## src/rtl/packet_switch_pkg.sv

```systemverilog
// Shared definitions for the packet switch pipe receive buffer.
// Holds the credit threshold helper and the parameter legality check that
// the receive buffer applies at elaboration.
package packet_switch_pkg;

  // Highest post-update occupancy at which the credit may still be granted.
  // It leaves N+1 free entries for the beats already in flight.
  function automatic int pipe_rx_credit_thresh(input int depth, input int n);
    return depth - n - 1;
  endfunction

  // Legal sizing: enough headroom for the in-flight beats plus one, and a
  // power-of-two depth so that the pointers wrap naturally.
  function automatic bit pipe_rx_params_ok(input int depth, input int n);
    return (n >= 1) && (depth >= n + 2) && ((depth & (depth - 1)) == 0);
  endfunction

endpackage

```

## src/rtl/packet_switch_pipe_rx_buf_mem.sv

```systemverilog
// Storage array for the receive buffer: one synchronous write port and one
// asynchronous (show-ahead) read port. There is no reset, because contents
// are only meaningful while the owner's occupancy count covers them.
// Ports:
//   clk      clock
//   i_we     write enable
//   i_waddr  write address
//   i_wdata  write data
//   i_raddr  read address
//   o_rdata  read data, combinational from i_raddr
module packet_switch_pipe_rx_buf_mem #(
  parameter int W     = 64,
  parameter int DEPTH = 8,
  parameter int AW    = 3
) (
  input  logic          clk,
  input  logic          i_we,
  input  logic [AW-1:0] i_waddr,
  input  logic [W-1:0]  i_wdata,
  input  logic [AW-1:0] i_raddr,
  output logic [W-1:0]  o_rdata
);

  logic [W-1:0] r_mem [DEPTH];

  always_ff @(posedge clk) begin
    if (i_we) r_mem[i_waddr] <= i_wdata;
  end

  assign o_rdata = r_mem[i_raddr];

endmodule

```

## src/rtl/packet_switch_pipe_rx_buf.sv

```systemverilog
// Latency-absorbing receive buffer at the far end of a fixed N-cycle pipe.
// It issues a registered credit (up_ready) to the sender and accepts every
// beat that arrives N cycles later, then presents the beats downstream on a
// valid/ready interface.
// Ports:
//   clk        clock
//   rst        asynchronous active-high reset
//   in_valid   beat arriving from the delayed pipe (cannot be stalled)
//   in_data    arriving payload
//   up_ready   registered credit to the sender
//   out_valid  buffer non-empty
//   out_data   head payload, show-ahead
//   out_ready  downstream accept
//   occupancy  current entry count
//   overflow   sticky: a beat arrived while the buffer was full
module packet_switch_pipe_rx_buf
  import packet_switch_pkg::*;
#(
  parameter int W     = 64,
  parameter int N     = 2,
  parameter int DEPTH = 8
) (
  input  logic                       clk,
  input  logic                       rst,
  input  logic                       in_valid,
  input  logic [W-1:0]               in_data,
  output logic                       up_ready,
  output logic                       out_valid,
  output logic [W-1:0]               out_data,
  input  logic                       out_ready,
  output logic [$clog2(DEPTH+1)-1:0] occupancy,
  output logic                       overflow
);

  localparam int AW = $clog2(DEPTH);
  localparam int CW = $clog2(DEPTH + 1);
  localparam logic [CW-1:0] DEPTH_C  = CW'(DEPTH);
  localparam logic [CW-1:0] THRESH_C = CW'(pipe_rx_credit_thresh(DEPTH, N));

  if (!pipe_rx_params_ok(DEPTH, N)) begin : g_bad_params
    $error("packet_switch_pipe_rx_buf: need N >= 1, DEPTH >= N+2, DEPTH power of two");
  end

  logic [AW-1:0] r_wr_ptr;
  logic [AW-1:0] r_rd_ptr;
  logic [CW-1:0] r_count;
  logic          r_up_ready;
  logic          r_overflow;

  logic          w_full;
  logic          w_push;
  logic          w_pop;
  logic [CW-1:0] w_count_next;

  // Fullness is judged on the pre-pop count, so a beat arriving at full is
  // dropped even if the head leaves in the same cycle.
  assign w_full = (r_count == DEPTH_C);
  assign w_push = in_valid && !w_full;
  assign w_pop  = (r_count != '0) && out_ready;

  always_comb begin
    w_count_next = r_count;
    if (w_push && !w_pop)      w_count_next = r_count + CW'(1);
    else if (!w_push && w_pop) w_count_next = r_count - CW'(1);
  end

  always_ff @(posedge clk or posedge rst) begin
    if (rst) begin
      r_wr_ptr   <= '0;
      r_rd_ptr   <= '0;
      r_count    <= '0;
      r_up_ready <= 1'b0;
      r_overflow <= 1'b0;
    end else begin
      if (w_push) r_wr_ptr <= r_wr_ptr + AW'(1);
      if (w_pop)  r_rd_ptr <= r_rd_ptr + AW'(1);
      r_count    <= w_count_next;
      // Credit looks at the post-update count so it already accounts for
      // this cycle's push and pop.
      r_up_ready <= (w_count_next <= THRESH_C);
      if (in_valid && w_full) r_overflow <= 1'b1;
    end
  end

  packet_switch_pipe_rx_buf_mem #(
    .W     (W),
    .DEPTH (DEPTH),
    .AW    (AW)
  ) u_mem (
    .clk     (clk),
    .i_we    (w_push),
    .i_waddr (r_wr_ptr),
    .i_wdata (in_data),
    .i_raddr (r_rd_ptr),
    .o_rdata (out_data)
  );

  assign up_ready  = r_up_ready;
  assign out_valid = (r_count != '0);
  assign occupancy = r_count;
  assign overflow  = r_overflow;

endmodule

```

## config.mk

```make
export PLATFORM = sky130hd
export DESIGN_NAME = packet_switch_pipe_rx_buf
export DESIGN_NICKNAME = d
export VERILOG_FILES = /design/src/rtl/packet_switch_pkg.sv /design/src/rtl/packet_switch_pipe_rx_buf_mem.sv /design/src/rtl/packet_switch_pipe_rx_buf.sv
export SDC_FILE = /design/constraint.sdc
export NUM_CORES = 1
export LEC_CHECK = 0
export ABC_AREA = 0
export BUFFER_PORTS_ARGS = -buffer_cell sky130_fd_sc_hd__buf_2
export CELL_PAD_IN_SITES_DETAIL_PLACEMENT = 1
export CELL_PAD_IN_SITES_GLOBAL_PLACEMENT = 1
export CORE_MARGIN = 8
export CORE_UTILIZATION = 30
export CTS_BUF_LIST = sky130_fd_sc_hd__clkbuf_8
export DETAILED_ROUTE_END_ITERATION = 10
export PLACE_DENSITY = 0.58
export REMOVE_ABC_BUFFERS = 1
export SLEW_MARGIN = 20
export SYNTH_ARGS = -nofsm -noshare
export SYNTH_HDL_FRONTEND = slang
export SYNTH_SLANG_ARGS = --single-unit
```

## constraint.sdc

```tcl
create_clock -name clk -period 5.7 [get_ports clk]
set_input_delay 0.285 -clock clk [delete_from_list [all_inputs] [get_ports clk]]
set_output_delay 0.285 -clock clk [all_outputs]
set_load 0.05 [all_outputs]
```

==> results.json <==
{
  "status": "complete, no violations",
  "tritoncts": "built",
  "postRouteAntennaNets": 0,
  "crit_start": "r_rd_ptr[0]",
  "p_sw_mw": 4.92,
  "worstPathArrival_ns": 3.20,
  "fin_cells": 2028,
  "htree_levels": 3,
  "port_buffers": 138,
  "post_drt_wl_per_cell_um": 21.7,
  "synthDistinctLibCells": 33,
  "finalCritPeriodShare_pct": 61.2,
  "syn2layout_area_growth_pct": 20.0,
  "cp-end-kind": "primary output",
  "finalMaxSlewViolations": 0,
  "syn_area_per_cell_um2": 24.3,
  "fin_skew_ns": 0.0233,
  "n_fill_cell": 6356,
  "hpwl_um": 24800,
  "hold_end": "r_rd_ptr[0]",
  "drt_first_pass_iters": 5,
  "hold_class": "in2reg",
  "layout-drive-gt1-share_pct": 40.6,
  "vias": 9263,
  "required_ns": 5.41,
  "initial_utilization_pct": 30.3,
  "cts-buffers-inserted": 86,
  "seqPwrFrac_pct": 39.7,
  "hp-start": "out_ready",
  "max_slew_margin_pct": 34.6,
  "grt_max_degree": 102,
  "die_h_um": 274,
  "dp.cells": 1801,
  "ys_seq_area_share_pct": 78.6,
  "netlist_instances": 822,
  "ys_warn_count": 0,
  "combinationalPowerShare_pct": 37.4,
  "finalSetupTns_ns": 0,
  "wl_um": 44100,
  "fin_crit_ns": 3.49,
  "leakage_nw": 7.82,
  "worstSetupPathType": "reg2out",
  "cts_setup_buffers": 0,
  "clkSlewWorstSetupHoldPaths_ns": 0.06,
  "finalSetupViolCount": 0,
  "die_area_mm2": 0.0750,
  "overflow": 0,
  "path_max_fanout": 28,
  "clk-insertion-delay-late_ns": 0.65,
  "p_per_area_mw_per_mm2": 544,
  "reg2reg_slack_ns": 2.31,
  "num-nets-final": 1163,
  "rsz0062_at_grt": "no",
  "coreArea_mm2": 0.0657,
  "reg2reg_to": "u_mem.r_mem[2][18]",
  "cts.sinks": 524,
  "p_int_mw": 8.08,
  "first_global_vias": 10349,
  "rows": 94,
  "cts_max_path_buffers": 3,
  "max_slew.worst_pin.slew_ns": 0.982,
  "syn_area_mm2": 0.0199,
  "die_width_um": 274,
  "io_pins": 139,
  "cts-root-buf": "clkbuf_8",
  "p_clk_share_pct": 22.9,
  "fmax_mhz": 287,
  "gp_congestion": 0.692,
  "total_power_mw": 13.0,
  "grt_pass1_wl_um": 66400,
  "min_path_cells": 3,
  "ir_drop_mv": 0.376,
  "drc_errors": 0,
  "track_usage_pct": 11.8,
  "rr_startpoint": "occupancy[1]",
  "rr_worst_depth": 8,
  "antenna_found_initial": 6,
  "cap_violations": 0,
  "ys_seq_elements": 524,
  "hold_violations": 0,
  "critPathLaunchType": "register",
  "switching_share_pct": 37.9,
  "routed_via_density": 4.57,
  "drt_first_iter_violations": 633
}
per-stage QoR:
stage | hold slack, ns | cell area [um2] | setup WS [ns] | util [%]
floorplan | 0.150 | 19700 | -1.04 | -
global placement | 0.335 | 21700 | 2.39 | 33.0
detailed placement | 0.344 | 21700 | 2.29 | 33.0
CTS | 0.0813 | 23900 | 1.99 | 36.4
global route | 0.138 | 23900 | 1.93 | 36.4
finish | 0.171 | 23900 | 2.21 | 36.4
cells by family (layout without fill, tap and decap cells):
group / Yosys count / in the layout / share of synthesized area (%)
buf+inv: 42 / 380 / 1.26
simple gates: 36 / 36 / 0.929
flops: 524 / 524 / 78.6
xor+xnor: 4 / 4 / 0.176
mux: 195 / 195 / 18.2
compound gates: 17 / 17 / 0.533
fa+ha+maj: 4 / 4 / 0.251
other cells: 0 / 4 / 0
area by class of cell:
cell class | count | area, um2 | share of cell area (%)
flip-flops and latches | 524 | 15700 | 65.6
multi-input cells | 256 | 4070 | 17.0
repair buffers | 219 | 1500 | 6.28
clock buffers | 86 | 1180 | 4.95
well taps | 864 | 1080 | 4.52
clock inverters | 71 | 375 | 1.57
inverters | 4 | 15.0 | 0.0628
diodes | 4 | 10.0 | 0.0418
cells in the mapped netlist, drive strengths merged:
cell	n	area, um2
a211oi	2	15.0
a21oi	6	30.0
a31o	1	8.76
a32oi	1	8.76
and2	1	8.76
buf	26	191
clkbuf	12	45.0
dfrtp	12	300
edfxtp	512	15400
ha	4	50.1
inv	4	15.0
mux2	66	743
mux2i	1	10.0
mux4	128	2880
nand2	8	30.0
nand2b	3	18.8
nand3	2	10.0
nand3b	4	30.0
nor2	9	33.8
nor2b	2	12.5
nor3	5	25.0
o211ai	1	7.51
o21ai	4	20.0
o221ai	1	8.76
o31ai	1	7.51
or2	1	6.26
or4b	1	10.0
xnor2	3	26.3
xor2	1	8.76
metal layers:
| metal | track usage, % | vias up | part of all wire [%] |
|---|---|---|---|
| met1 | 15.2 | 4949 | 44 |
| met4 | 3.90 | 2 | 1.8 |
| met2 | 19.3 | 193 | 50 |
| li1 | - | 4063 | - |
| met3 | 2.79 | 56 | 4.7 |
| met5 | 0 | - | 0.029 |
power by group through the flow:
stage	logic (mW)	clock network [mW]	registers (mW)
after CTS	5.03	3.11	5.18
after detailed placement	4.97	0	5.26
final	4.86	2.98	5.17
after global placement	4.96	0	5.22
after global routing	5.18	3.25	5.23
after floorplan	3.59	0	5.52
sequential cells by signal, summed over array words and instances, names as in the netlist:
signal       flops
u_mem.r_mem    512
r_wr_ptr         3
r_rd_ptr         3
occupancy        4
overflow         1
up_ready         1
worst max path at each step:
stage                          to  slack [ns]  cells after the start
2_1_floorplan   u_mem.r_mem[0][0]       -1.04                      7
3_3_place_gp    u_mem.r_mem[6][8]        2.39                      8
3_5_place_dp   u_mem.r_mem[2][46]        2.29                      8
4_1_cts               out_data[2]        1.99                      4
5_1_grt              out_data[39]        1.93                      4
6_report              out_data[2]        2.21                      4
what timing repair did:
| action | in CTS | in global routing |
|---|---|---|
| hold buffers | 66 | 0 |
| gates resized for setup | 0 | 0 |
| setup endpoints to repair | 0 | 0 |
| endpoints found under the hold margin | 525 | 0 |
cell usage in the layout, fill, tap and decap left out, types with 12 or more instances in the layout:
cell type,instances
buf_2,138
buf_4,12
clkbuf_8,86
clkinv_1,20
clkinv_2,15
dlygate4sd3_1,66
edfxtp_1,512
inv_1,31
mux2_2,66
mux4_2,128
worst max-delay path: stages, from the launching register on:
cell     delay (ns)
dfrtp_4        0.81
buf_4          0.60
mux4_2         0.58
mux2_2         0.31
buf_2          0.22
No activity file was read; power rests on OpenSTA's default activity.
